===== src/rtl/frame_buffer_writer_if.sv =====
// Handshake bundle between the render engine, the frame buffer memory port
// and the frame_buffer_writer that sits between them.
interface frame_buffer_writer_if #(
  parameter int unsigned HBI     = 32,
  parameter int unsigned PIXEL_W = 8,
  parameter int unsigned ADDR_W  = 19
);
  logic [HBI-1:0]     data;
  logic               ready;
  logic               frame_ready;
  logic               send_data;
  logic               start_render;
  logic               mem_req;
  logic [ADDR_W-1:0]  mem_addr;
  logic [PIXEL_W-1:0] mem_wdata;
  logic               mem_ack;

  // Engine and memory side: produce pixel words and acknowledges.
  modport master (
    output data, ready, frame_ready, mem_ack,
    input  send_data, start_render, mem_req, mem_addr, mem_wdata
  );

  // Writer side: consumes pixel words and issues memory writes.
  modport slave (
    input  data, ready, frame_ready, mem_ack,
    output send_data, start_render, mem_req, mem_addr, mem_wdata
  );
endinterface


===== src/rtl/frame_buffer_writer.sv =====
// Pulls iteration counts from the render engine, maps each to a colour and
// writes it to sequential frame buffer addresses; reports frame completion.
module frame_buffer_writer #(
  parameter int unsigned X_SIZE       = 640,
  parameter int unsigned Y_SIZE       = 480,
  parameter int unsigned HBI          = 32,
  parameter int unsigned PIXEL_W      = 8,
  parameter int unsigned ADDR_W       = 19,
  parameter int unsigned BASE_ADDR    = 0,
  parameter int unsigned MAX_ITER     = 255,
  parameter int unsigned INSIDE_COLOR = 0
) (
  input  logic                  CLK,
  input  logic                  RST_N,
  input  logic                  enable,
  frame_buffer_writer_if.slave  bus,
  output logic                  frame_done,
  output logic                  short_frame_err,
  output logic [18:0]           pixel_count
);

  localparam logic [18:0]        TOTAL    = 19'(X_SIZE * Y_SIZE);
  localparam logic [HBI-1:0]     MAX_IT_W = HBI'(MAX_ITER);
  localparam logic [ADDR_W-1:0]  BASE_W   = ADDR_W'(BASE_ADDR);
  localparam logic [PIXEL_W-1:0] INSIDE_W = PIXEL_W'(INSIDE_COLOR);

  typedef enum logic [1:0] {
    IDLE      = 2'd0,
    WAIT_DATA = 2'd1,
    WRITE     = 2'd2,
    SETTLE    = 2'd3
  } state_t;

  state_t             state_r, state_s;
  logic               send_data_r, send_data_s;
  logic               start_render_r, start_render_s;
  logic               mem_req_r, mem_req_s;
  logic [ADDR_W-1:0]  mem_addr_r, mem_addr_s;
  logic [PIXEL_W-1:0] mem_wdata_r, mem_wdata_s;
  logic               frame_done_r, frame_done_s;
  logic               short_err_r, short_err_s;
  logic [18:0]        count_r, count_s;

  // Points at or beyond MAX_ITER are inside the set; the compare is unsigned.
  function automatic logic [PIXEL_W-1:0] map_colour(input logic [HBI-1:0] iter);
    logic [PIXEL_W-1:0] colour;
    if (iter >= MAX_IT_W) begin
      colour = INSIDE_W;
    end else begin
      colour = iter[PIXEL_W-1:0];
    end
    return colour;
  endfunction

  // Next-state and next-output decode; pulses default low every cycle.
  always_comb begin
    state_s        = state_r;
    send_data_s    = 1'b0;
    start_render_s = 1'b0;
    frame_done_s   = 1'b0;
    mem_req_s      = mem_req_r;
    mem_addr_s     = mem_addr_r;
    mem_wdata_s    = mem_wdata_r;
    short_err_s    = short_err_r;
    count_s        = count_r;
    case (state_r)
      IDLE: begin
        if (enable) begin
          start_render_s = 1'b1;
          count_s        = 19'd0;
          state_s        = WAIT_DATA;
        end else begin
          state_s = IDLE;
        end
      end
      WAIT_DATA: begin
        if (bus.ready) begin
          if (count_r == TOTAL) begin
            // Overrun word: consume it without touching memory.
            send_data_s = 1'b1;
            state_s     = SETTLE;
          end else begin
            mem_req_s   = 1'b1;
            mem_addr_s  = BASE_W + ADDR_W'(count_r);
            mem_wdata_s = map_colour(bus.data);
            state_s     = WRITE;
          end
        end else if (bus.frame_ready) begin
          if (count_r == TOTAL) begin
            frame_done_s = 1'b1;
          end else begin
            short_err_s = 1'b1;
          end
          state_s = IDLE;
        end else begin
          state_s = WAIT_DATA;
        end
      end
      WRITE: begin
        if (bus.mem_ack) begin
          mem_req_s   = 1'b0;
          send_data_s = 1'b1;
          count_s     = count_r + 19'd1;
          state_s     = SETTLE;
        end else begin
          state_s = WRITE;
        end
      end
      SETTLE: begin
        state_s = WAIT_DATA;
      end
      default: begin
        mem_req_s = 1'b0;
        state_s   = IDLE;
      end
    endcase
  end

  // State and output registers; reset abandons any write in flight.
  always_ff @(posedge CLK or negedge RST_N) begin
    if (!RST_N) begin
      state_r        <= IDLE;
      send_data_r    <= 1'b0;
      start_render_r <= 1'b0;
      mem_req_r      <= 1'b0;
      mem_addr_r     <= '0;
      mem_wdata_r    <= '0;
      frame_done_r   <= 1'b0;
      short_err_r    <= 1'b0;
      count_r        <= 19'd0;
    end else begin
      state_r        <= state_s;
      send_data_r    <= send_data_s;
      start_render_r <= start_render_s;
      mem_req_r      <= mem_req_s;
      mem_addr_r     <= mem_addr_s;
      mem_wdata_r    <= mem_wdata_s;
      frame_done_r   <= frame_done_s;
      short_err_r    <= short_err_s;
      count_r        <= count_s;
    end
  end

  assign bus.send_data    = send_data_r;
  assign bus.start_render = start_render_r;
  assign bus.mem_req      = mem_req_r;
  assign bus.mem_addr     = mem_addr_r;
  assign bus.mem_wdata    = mem_wdata_r;
  assign frame_done       = frame_done_r;
  assign short_frame_err  = short_err_r;
  assign pixel_count      = count_r;

endmodule


===== src/flat_wrapper.sv =====
// flat-port wrapper written by rule: the top's interface ports become plain ports
module frame_buffer_writer_flat 
#(
  parameter int unsigned X_SIZE       = 640,
  parameter int unsigned Y_SIZE       = 480,
  parameter int unsigned HBI          = 32,
  parameter int unsigned PIXEL_W      = 8,
  parameter int unsigned ADDR_W       = 19,
  parameter int unsigned BASE_ADDR    = 0,
  parameter int unsigned MAX_ITER     = 255,
  parameter int unsigned INSIDE_COLOR = 0
)
  (CLK, RST_N, enable, frame_done, short_frame_err, pixel_count, bus_data, bus_ready, bus_frame_ready, bus_mem_ack, bus_send_data, bus_start_render, bus_mem_req, bus_mem_addr, bus_mem_wdata);
  frame_buffer_writer_if #(.HBI(HBI), .PIXEL_W(PIXEL_W), .ADDR_W(ADDR_W)) bus_i ();
  input  logic CLK;
  input  logic RST_N;
  input  logic enable;
  output logic frame_done;
  output logic short_frame_err;
  output logic [18:0] pixel_count;
  input wire logic [$bits(bus_i.data)-1:0] bus_data;
  input wire logic [$bits(bus_i.ready)-1:0] bus_ready;
  input wire logic [$bits(bus_i.frame_ready)-1:0] bus_frame_ready;
  input wire logic [$bits(bus_i.mem_ack)-1:0] bus_mem_ack;
  output wire logic [$bits(bus_i.send_data)-1:0] bus_send_data;
  output wire logic [$bits(bus_i.start_render)-1:0] bus_start_render;
  output wire logic [$bits(bus_i.mem_req)-1:0] bus_mem_req;
  output wire logic [$bits(bus_i.mem_addr)-1:0] bus_mem_addr;
  output wire logic [$bits(bus_i.mem_wdata)-1:0] bus_mem_wdata;
  assign bus_i.data = bus_data;
  assign bus_i.ready = bus_ready;
  assign bus_i.frame_ready = bus_frame_ready;
  assign bus_i.mem_ack = bus_mem_ack;
  assign bus_send_data = bus_i.send_data;
  assign bus_start_render = bus_i.start_render;
  assign bus_mem_req = bus_i.mem_req;
  assign bus_mem_addr = bus_i.mem_addr;
  assign bus_mem_wdata = bus_i.mem_wdata;
  frame_buffer_writer #(.X_SIZE(X_SIZE), .Y_SIZE(Y_SIZE), .HBI(HBI), .PIXEL_W(PIXEL_W), .ADDR_W(ADDR_W), .BASE_ADDR(BASE_ADDR), .MAX_ITER(MAX_ITER), .INSIDE_COLOR(INSIDE_COLOR)) u_core (.CLK(CLK), .RST_N(RST_N), .enable(enable), .bus(bus_i), .frame_done(frame_done), .short_frame_err(short_frame_err), .pixel_count(pixel_count));
endmodule

===== config.mk =====
export PLATFORM = sky130hd
export DESIGN_NAME = frame_buffer_writer_flat
export DESIGN_NICKNAME = d
export VERILOG_FILES = /design/src/rtl/frame_buffer_writer_if.sv /design/src/rtl/frame_buffer_writer.sv /design/src/flat_wrapper.sv
export SDC_FILE = /design/constraint.sdc
export NUM_CORES = 1
export LEC_CHECK = 0
export BUFFER_PORTS_ARGS = -buffer_cell sky130_fd_sc_hd__buf_2
export CAP_MARGIN = 10
export CORE_MARGIN = 4
export CORE_UTILIZATION = 43
export CTS_CLUSTER_DIAMETER = 60
export DETAILED_ROUTE_END_ITERATION = 7
export PLACE_DENSITY_LB_ADDON = 0.2
export REMOVE_ABC_BUFFERS = 1
export SKIP_CTS_REPAIR_TIMING = 1
export SLEW_MARGIN = 25
export SYNTH_ARGS = -nofsm -noshare
export SYNTH_HDL_FRONTEND = slang
export SYNTH_SLANG_ARGS = --single-unit
export TNS_END_PERCENT = 5

===== constraint.sdc =====
create_clock -name CLK -period 2.65 [get_ports CLK]
set_input_delay 0.3975 -clock CLK [delete_from_list [all_inputs] [get_ports CLK]]
set_output_delay 0.3975 -clock CLK [all_outputs]
set_load 0.1 [all_outputs]

# Word-level counts from Yosys, hierarchy flattened
# Index checks and enable logic that the tools add are counted.
[word_totals]
elab_cells = 51
register_bits = 53
input_bits = 38
[op_classes]
n_eq_ne = 8
order_cmp = 1
reduce_logical = 7
addsub = 1
n_mux = 23
bitwise = 2
[op_table]
columns = ["operator", "count"]
rows = [
  ["$mux 19", 2],
  ["$pmux 19 s2", 1],
  ["$ge 32x8->1 const B", 1],
  ["$add 19x1->19 const B", 1],
  ["$eq 19x19->1 const B", 1],
  ["$mux 1", 15],
  ["$mux 8", 1],
  ["$ne 2x2->1 const B", 4],
  ["$pmux 2 s4", 1],
  ["$reduce_and 4->1", 2],
  ["$reduce_and 3->1", 2],
  ["$eq 2x2->1 const B", 2],
  ["$pmux 1 s2", 2],
  ["$reduce_bool 2->1", 2],
  ["$eq 2x1->1 const B", 1],
  ["$logic_not 2->1", 1],
  ["$mux 2", 1],
  ["$not 1->1", 2],
]

# Depth between registers and ports, before layout
# Gate-level depths: netlist of the first run.
[depth]
depth_word = 5
mapped_depth = 8
ltp_nobuf = 6

# Worst setup path before layout of the first run
# OpenSTA, ideal clock, no wires.
[synth_path]
path_kind = "reg2reg"
startpoint = "register u_core.count_r[0] (netlist: u_core.pixel_count[0])"
endpoint = "register u_core.count_r[16] (netlist: u_core.pixel_count[16])"
path_buffers = 1
arrival_time_ns = 2.546
period_less_slack_ns = 2.624
path_slack_ns = 0.026
stages_incl_launch_ff = 7
setup_ns = 0.078
required_time_ns = 2.572
cell_sequence = "dfrtp_1 ha_1 nand2_1 or4_1 buf_2 or4_1 a21oi_1"
[synth_via]
elab_chain_len = 3
[synth_rtl]
columns = ["element", "line", "text"]
rows = [
  ["from (decl)", "frame_buffer_writer.sv:42", "logic [18:0] count_r, count_s;"],
  ["from (signal assigned)", "frame_buffer_writer.sv:140", "count_r <= count_s;"],
  ["$add 19x1->19", "frame_buffer_writer.sv:103", "count_s = count_r + 19'd1;"],
  ["$mux 19", "frame_buffer_writer.sv:100", "if (bus.mem_ack) begin"],
  ["$pmux 19 s2", "frame_buffer_writer.sv:66", "case (state_r)"],
]
# No other way between the ends. The select of a mux whose other input is x is not followed.
# A chain may end at the register's enable or synchronous reset.

# Final worst setup path of the first run
[layout_path]
startpoint = "register u_core.state_r[0]"
endpoint = "register u_core.count_r[17] (netlist: u_core.pixel_count[17])"
[layout_via]
elab_chain_len = 3
elab_cells_between_ends = 7
classes_between = "eq/ne: 3; mux: 1; reduce/logical: 3"
[layout_rtl]
columns = ["element", "line", "text"]
rows = [
  ["from (decl)", "frame_buffer_writer.sv:34", "state_t state_r, state_s;"],
  ["from (signal assigned)", "frame_buffer_writer.sv:132", "state_r <= state_s;"],
  ["$eq 2x2->1 or $logic_not 2->1 (tied branches)", "frame_buffer_writer.sv:66", ""],
  ["$ne 2x2->1 (no source line) or $reduce_bool 2->1 (tied branches)", "n/a", ""],
  ["$reduce_and 3->1 (no source line)", "n/a", ""],
]
# Parallel ways exist; a longest one is shown, timed or not.

==> results of run 1 <==
[worst paths after layout]
check                                       start                      end  slack (ps)  cells after the start
setup / recovery                u_core.state_r[0]   u_core.pixel_count[17]         250                      6
hold / removal                              RST_N  u_core.bus.mem_addr[10]          90                      2
setup reg to reg                u_core.state_r[0]   u_core.pixel_count[17]         250                      6
hold reg to reg            u_core.short_frame_err   u_core.short_frame_err         490                      1
max in group asynchronous                   RST_N  u_core.bus.mem_wdata[5]        2280                      2
min in group CLK                        bus_ready                     flop         380                      3
[power by group through the flow]
| stage | combinational [mW] | sequential (mW) | clock [mW] |
|---|---|---|---|
| final | 0.747 | 0.899 | 0.559 |
| after global routing | 0.808 | 0.908 | 0.616 |
| after CTS | 0.754 | 0.900 | 0.575 |
| after detailed placement | 0.753 | 0.917 | 0 |
| after global placement | 0.747 | 0.913 | 0 |
| after floorplan | 0.320 | 1.15 | 0 |
[metal layers]
layer / global-route usage / up-vias / wire length, um
li1: - / 1043 / -
met1: 0.225 / 1050 / 2590
met2: 0.270 / 64 / 2670
met3: 0.0403 / 9 / 389
met4: 0.0504 / 0 / 74
met5: 0 / - / 0
[cells by family after synthesis]
logic type               after synthesis  share of synthesized area
AND/OR/NAND/NOR                       85                      0.194
flip-flops                            53                      0.511
AO/OA/AOI/OAI                         36                     0.0882
multiplexers                          28                      0.122
buffers and inverters                 21                     0.0357
XOR/XNOR                               6                     0.0202
adder cells (fa/ha/maj)                6                     0.0289
[worst max-delay path, stage by stage (launching register included)]
cell and delay [ps]:
dfrtp_1 420, inv_1 90, ha_1 300, nor2b_1 240
or4_4 610, or4_1 490, a21oi_1 160
[per-stage QoR]
step                cell area [um^2]   util
CTS                             3240  0.551
floorplan                       2540      -
global route                    3240  0.551
finish                          3240  0.551
global placement                3120  0.531
detailed placement              3120  0.531
[flip-flops by register name, summed over array words and instances (netlist names), named ones only]
| register | count |
|---|---|
| u_core.pixel_count | 19 |
| u_core.bus.start_render | 1 |
| u_core.bus.send_data | 1 |
| u_core.frame_done | 1 |
| u_core.bus.mem_req | 1 |
| u_core.short_frame_err | 1 |
| u_core.state_r | 1 |
| u_core.bus.mem_wdata | 8 |
| u_core.bus.mem_addr | 19 |
[placed cells by master, fill, tap and decap left out, types with 2 or more instances in the layout]
| cell | synthesis | layout |
|---|---|---|
| o21ai_0 | 7 | 7 |
| nor4b_1 | 4 | 4 |
| or3_1 | 6 | 6 |
| nor4_1 | 12 | 12 |
| nor3_1 | 2 | 2 |
| nand4_1 | 3 | 3 |
| a221o_1 | 2 | 2 |
| and4_1 | 3 | 3 |
| inv_1 | 10 | 10 |
| nor2b_1 | 3 | 3 |
| xnor2_1 | 6 | 6 |
| or4_4 | 1 | 2 |
| nand2b_1 | 2 | 2 |
| a21oi_1 | 12 | 12 |
| and3_1 | 8 | 8 |
| nand3_1 | 11 | 11 |
| ha_1 | 6 | 6 |
| clkbuf_8 | 0 | 6 |
| nor2_1 | 9 | 9 |
| dfrtp_1 | 53 | 53 |
| buf_2 | 5 | 88 |
| nand2_1 | 10 | 10 |
| o31ai_1 | 7 | 7 |
| or4_1 | 7 | 6 |
| nor3b_1 | 2 | 2 |
| mux2_2 | 27 | 27 |
| buf_4 | 0 | 6 |
[layout make-up]
| type | count | share of cell area |
|---|---|---|
| Clock buffer | 7 | 0.0266 |
| Multi-Input combinational cell | 161 | 0.365 |
| Timing Repair Buffer | 94 | 0.150 |
| Tap cell | 75 | 0.0289 |
| Clock inverter | 1 | 0.00926 |
| Inverter | 10 | 0.0116 |
| Sequential cell | 53 | 0.409 |
[cell usage after synthesis, types with 2 or more instances]
| library cell | instances |
|---|---|
| dfrtp_1 | 53 |
| mux2_2 | 27 |
| a21oi_1 | 12 |
| nor4_1 | 12 |
| nand3_1 | 11 |
| inv_1 | 10 |
| nand2_1 | 10 |
| nor2_1 | 9 |
| and3_1 | 8 |
| o21ai_0 | 7 |
| o31ai_1 | 7 |
| or4_1 | 7 |
| ha_1 | 6 |
| or3_1 | 6 |
| xnor2_1 | 6 |
| buf_2 | 5 |
| clkbuf_1 | 5 |
| nor4b_1 | 4 |
| and4_1 | 3 |
| nand4_1 | 3 |
| nor2b_1 | 3 |
| a221o_1 | 2 |
| nand2b_1 | 2 |
| nor3_1 | 2 |
| nor3b_1 | 2 |
| o21bai_1 | 2 |
==> results.ini, run 1 <==
[status]
outcome=finished clean

[sta]
hold_viol_final=0
tns_ps=0
slew_viol_final=0
max_slew_margin=0.673
fmax_mhz=417
period_needed_ps=2400
setup_violations=0
rsz0062_at_grt=no
worst_pin_slew_ps=494
finClkSkew_ps=11.1
whs_ps=89.8
fin_crit_sh=0.904
layout_setup_ws_ps=254

[die]
fp.coreArea_um2=5890
die-area_um2=7350
ios=89
initial_core_util=0.441
rows=28
die_h_um=85.7
die_width_um=85.7

[cells_and_area]
seq_area_um2=1330
areaGrowthSynthToFinish_pct=25.0
fillers=546
drive_gt1_frac=0.405
nets=369
stdcell_count=401
multi_input_area_um2=1180
antennaDiodeCount=0

[global_route]
antenna_found_initial=0
grt_pass1_wl_um=9980
grt-ovfl-total=0
grt_max_degree=29
gr-usage-all-layers=0.168
grt_pass1_vias=2124

[detailed_routing]
post_drt_wl_per_cell_um=14.3
vias=2166
drc_errors=0
avgViaCountPerCell=5.40
drtAntennaViolNets=0
drtPass1Iterations=4
drt-total-wl_um=5720
first_iter_violations=97

[clock_tree]
clk_pin_slew_ps=90
cts_buffers=5
cts.sinks=53
cts_tree=built
htreeDepth=2
clock_latency_ps=300
clockBufferDepth=2
cts-root-buf=clkbuf_8

[worst_setup_path]
crit_path_max_fanout=11
worst-endpoint-required_ps=2880
start_kind=flop
endpoint_kind=flop
cp_data_arrival_time_ps=2620
worst-setup-path-type=reg2reg

[synth]
yosys_register_bits=53
yosysUniqueCellTypes=37
synth_top_area_frac=0.511
synth_edf_count=0
synth_area_per_cell_um2=11.0
synth_flop_cell=dfrtp_1
ys_seq_area_frac=0.511
synth_top_area_cell=dfrtp_1
async_reset_ff_frac=1.00
yosys-top-cells-area=dfrtp_1, mux2_2, ha_1
synthesis.instances=235
synth_area_um2=2600
ys_warn_count=0

[placement]
post-place-ws_ps=180
routabilityCongestion=0.836
port_buffers=88
dp_hpwl_um=4420
dp.cells=393

[power_and_ir_drop]
p_int_mw=1.40
swShare=0.366
clock_power_share=0.254
p_comb_frac=0.339
p_leak_nw=1.67
ir_drop_uv=458
power.density_nw_per_um2=680
p_total_mw=2.21
p_seq_frac=0.408
switchingPower_uw=806

[run]
drv_cap=0

[worst_hold_path]
holdCritPathClass=in2async

No activity file was read; power rests on OpenSTA's default activity.
==> run 2: changes to the inputs <==
Settings changed: CORE_ASPECT_RATIO from default to 2.
==> run 2 against run 1 <==
Against the previous run: power up 3.8%; clock skew shrank 4.4 ps; die area rose by 1.0%; first-iteration DRC count fell by 33%; global-route usage increased by 0.16 points; clock power grew 16%; sequential power grew 0.4%; utilization grew 0.86 points; setup slack lost 81 ps; non-clock buffer count decreased by 1; register-to-register slack got worse by 80 ps; critical path type unchanged.
==> results.ini, run 2 (synthesis results as in run 1) <==
[status]
outcome=finished clean

[worst_setup_path]
cpPeakStageDelay_ps=720  ; +110 ps
worstPathCellList=inv_1, ha_1, mux2i_2, or4_1, or4_1, a21oi_1
cpMaxStageDelayCell=or4_1
cp_data_arrival_time_ps=2700  ; +80 ps
worst-endpoint-required_ps=2870  ; about the same
worst-setup-path-type=reg2reg
endpoint_kind=flop
crit_path_max_fanout=12  ; +1
start_kind=flop
critPathMostFrequentCell=or4_1

[global_route]
grt_max_degree=34  ; +17%
busiest_layer=met2
use_met2=0.314  ; +0.0439
gr-usage-all-layers=0.169  ; +0.00160
grt_use_met3=0.0411  ; +0.000724
grt_use_met1=0.184  ; -0.0404
grt_pass1_wl_um=10300  ; +3.1%
grt-ovfl-total=0  ; unchanged
antenna_found_initial=0  ; unchanged
grt_pass1_vias=2198  ; +3.5%

[placement]
dp_hpwl_um=4810  ; +8.8%
post-place-ws_ps=184  ; +4.84 ps
dpl_cell_area_um2=3100  ; -0.80%
routabilityCongestion=0.797  ; -4.6%
port_buffers=88  ; unchanged

[die]
ios=89  ; unchanged
fp.coreArea_um2=5810  ; -1.3%
rows=39  ; +39%
die_width_um=62.9  ; -27%
die-area_um2=7420  ; +1.0%
die_h_um=118  ; +38%
initial_core_util=0.447  ; +0.00599

[cells_and_area]
antennaDiodeCount=0  ; unchanged
design_area_um2=3250  ; +0.19%
nets=368  ; -0.27%
areaGrowthSynthToFinish_pct=25.2
layout_commonest_cell=buf_2
drive_gt1_frac=0.403  ; -0.00183
layout_common_cells=buf_2, dfrtp_1, mux2_2
utilization=0.560  ; +0.00856
fillers=535  ; -2.0%

[clock_tree]
cts_buffers=5  ; unchanged
clock_latency_ps=290  ; about the same
htreeDepth=2  ; unchanged
cts-root-buf=clkbuf_16
clockBufferDepth=2  ; unchanged
cts_tree=built
cts.sinks=53  ; unchanged
clk_pin_slew_ps=70  ; -20 ps

[power_and_ir_drop]
power.density_nw_per_um2=704  ; +3.6%
p_leak_nw=1.68  ; +0.20%
ir_drop_uv=484  ; +5.6%

[sta]
hold_viol_final=0  ; unchanged
fmax_mhz=404  ; -3.3%
worst_pin_slew_ps=709  ; +215 ps
layout_setup_ws_ps=173  ; -80.9 ps
rsz0062_at_grt=no
max_slew_margin=0.527  ; -0.146
slew_viol_final=0  ; unchanged
period_needed_ps=2480  ; +80.9 ps
fin_crit_sh=0.935  ; +0.0305
finClkSkew_ps=6.76  ; -4.35 ps
setup_violations=0  ; unchanged

[detailed_routing]
drtAntennaViolNets=0  ; unchanged
vias=2199  ; +1.5%
drc_errors=0  ; unchanged
post_drt_wl_per_cell_um=15.8  ; +11%
drt-total-wl_um=6110  ; +6.7%
avgViaCountPerCell=5.70  ; +5.5%
first_iter_violations=65  ; -33%
drtPass1Iterations=4  ; unchanged

[run]
drv_cap=0  ; unchanged

[worst_hold_path]
holdCritPathClass=in2async

[run 2: worst paths after layout]
| kind | endpoint | slack, ps | cells past startpoint | startpoint |
|---|---|---|---|---|
| max in group asynchronous | u_core.bus.send_data | 1850 | 2 | RST_N |
| min reg2reg | u_core.short_frame_err | 480 | 1 | u_core.short_frame_err |
| max reg2reg | u_core.pixel_count[18] | 170 | 6 | u_core.state_r[0] |
| min | u_core.bus.mem_addr[10] | 150 | 1 | RST_N |
| min in group CLK | flop | 400 | 3 | bus_ready |
| max | u_core.pixel_count[18] | 170 | 6 | u_core.state_r[0] |
[run 2: final cells by class]
cell class	count	area, um^2	share of cell area
Timing Repair Buffer	93	478	0.147
Tap cell	61	76.3	0.0235
Clock buffer	5	125	0.0385
Clock inverter	3	26.3	0.00808
Multi-Input combinational cell	161	1180	0.363
Sequential cell	53	1330	0.408
Inverter	10	37.5	0.0115
[run 2: routing by layer]
metal | up-vias | wire length, um
met5 | - | 0
li1 | 1042 | -
met4 | 0 | 87
met3 | 9 | 395
met1 | 1074 | 2280
met2 | 74 | 3350
[run 2: per-stage QoR]
step                total power, mW  hold WS, ps  TNS, ps  instances
CTS                            2.32          173        0        386
global placement               1.65          460        0        378
detailed placement             1.66          456        0        378
finish                         2.29          149        0        386
floorplan                      1.47          102   -21710        224
global route                   2.41          210        0        386
[run 2: critical path, delay by kind of cell (launching register included)]
family	cells	cell delay, ps
AOI/OAI and AO/OA	1	140
DFF	1	420
muxes	1	190
and+or+nand+nor	2	1230
buffers and inverters	1	110
adders and majority gates	1	320
[run 2: where the power goes]
part / internal, mW / switching, mW
clock network: 0.356 / 0.293
registers: 0.856 / 0.0474
logic: 0.228 / 0.509
total: 1.44 / 0.850
==> run 3: changes to the inputs <==
Clock period 2.65 ns to 2.9 ns, I/O delays scaled along.
==> run 3 against run 2 <==
Against the previous run: sequential power shrank 8.6%; flip-flop and latch count is the same; design area grew 0.54%; clock power grew 3.7%; sequential share of layout area shrank 0.22 points.
==> results.ini, run 3 (synthesis results as in run 1) <==
[die]
ios=89  ; unchanged
die_width_um=62.9  ; unchanged
die-area_um2=7420  ; unchanged
die_h_um=118  ; unchanged
initial_core_util=0.447  ; unchanged
rows=39  ; unchanged
fp.coreArea_um2=5810  ; unchanged

[worst_setup_path]
worst-endpoint-required_ps=3120  ; +250 ps
crit_path_max_fanout=12  ; unchanged
worst-setup-path-type=reg2reg
endpoint_kind=flop
cpPeakStageDelay_ps=720  ; about the same
start_kind=flop
cp_data_arrival_time_ps=2700  ; about the same
critPathMostFrequentCell=or4_1
worstPathCellList=inv_1, ha_1, mux2i_2, or4_1, or4_1, a21oi_1
cpMaxStageDelayCell=or4_1

[global_route]
busiest_layer=met2
gr-usage-all-layers=0.170  ; +0.000866
grt_pass1_wl_um=10400  ; +0.61%
antenna_found_initial=0  ; unchanged
grt_pass1_vias=2269  ; +3.2%
grt_use_met3=0.0334  ; -0.00764
grt_max_degree=24  ; -29%
use_met2=0.321  ; +0.00662
grt-ovfl-total=0  ; unchanged
grt_use_met1=0.179  ; -0.00530

[cells_and_area]
layout_common_cells=buf_2, dfrtp_1, mux2_2
drive_gt1_frac=0.403  ; unchanged
antennaDiodeCount=0  ; unchanged
design_area_um2=3270  ; +0.54%
layout_commonest_cell=buf_2
areaGrowthSynthToFinish_pct=25.9
nets=368  ; unchanged
utilization=0.563  ; +0.00302

[placement]
dp_hpwl_um=4810  ; about the same
dpl_cell_area_um2=3100  ; unchanged
port_buffers=88  ; unchanged
routabilityCongestion=0.800  ; +0.35%

[detailed_routing]
vias=2190  ; -0.41%
drtPass1Iterations=4  ; unchanged
avgViaCountPerCell=5.67  ; -0.41%
drc_errors=0  ; unchanged
first_iter_violations=52  ; -20%
post_drt_wl_per_cell_um=16.0  ; +1.4%
drt-total-wl_um=6190  ; +1.4%
drtAntennaViolNets=0  ; unchanged

[clock_tree]
cts-root-buf=clkbuf_16
htreeDepth=2  ; unchanged
cts.sinks=53  ; unchanged
cts_tree=built
cts_buffers=5  ; unchanged
clk_pin_slew_ps=70  ; about the same
clockBufferDepth=2  ; unchanged
clock_latency_ps=290  ; about the same

[sta]
period_needed_ps=2490  ; +8.36 ps
fin_crit_sh=0.857  ; -0.0777
hold_viol_final=0  ; unchanged
whs_ps=71.8  ; -77.6 ps
max_slew_margin=0.674  ; +0.147
finClkSkew_ps=3.75  ; -3.01 ps
rsz0062_at_grt=no
worst_pin_slew_ps=492  ; -217 ps
setup_violations=0  ; unchanged
slew_viol_final=0  ; unchanged
fmax_mhz=402  ; -0.34%

[power_and_ir_drop]
ir_drop_uv=492  ; +1.6%
power.density_nw_per_um2=665  ; -5.6%
p_leak_nw=1.69  ; +0.97%

[run]
drv_cap=0  ; unchanged

[worst_hold_path]
holdCritPathClass=in2async

[status]
outcome=finished clean

## run 3: cell count changes in the layout (fill, tap and decap cells not counted), sizes merged
cell,delta
clkinvlp,-2
bufinv,+1
clkinv,+1
## run 3: final timing paths
check / from / depth (start not counted) / slack (ps) / to
max: u_core.state_r[0] / 6 / 410 / u_core.pixel_count[18]
max reg2reg: u_core.state_r[0] / 6 / 410 / u_core.pixel_count[18]
min reg2reg: u_core.short_frame_err / 1 / 480 / u_core.short_frame_err
min in group CLK: bus_ready / 3 / 460 / flop
min: RST_N / 1 / 70 / u_core.pixel_count[9]
max in group asynchronous: RST_N / 2 / 2180 / u_core.bus.mem_addr[12]
## run 3: report_power, final
group	total (mW)	internal, mW	switching [mW]
clock	0.673	0.409	0.264
combinational	0.676	0.208	0.469
sequential	0.825	0.782	0.0427
## run 3: final cells by class
cell class	instances	area (um^2)
clock inverters	3	43.8
clock buffers	5	125
flip-flops and latches	53	1330
fillers	543	2540
multi-input cells	161	1180
repair buffers	93	478
well taps	61	76.3
inverters	10	37.5
## run 3: routing by layer
layer,share of wire,up-vias
li1,-,1041
met1,0.36,1057
met2,0.55,80
met3,0.069,12
met4,0.019,0
met5,0,-
## run 3: critical path: cells and delay by family (launching register included)
family,cells,cell delay [ps]
adders and majority gates,1,320
muxes,1,190
DFF,1,420
AOI/OAI and AO/OA,1,150
buffers and inverters,1,100
and+or+nand+nor,2,1240
## run 3: metrics by stage
step	total power [mW]	TNS [ps]	setup slack (ps)	std cells
CTS	2.19	0	423	386
global placement	1.51	0	511	378
floorplan	1.34	-14940	-553	224
finish	2.17	0	414	386
detailed placement	1.52	0	428	378
global route	2.27	0	245	386
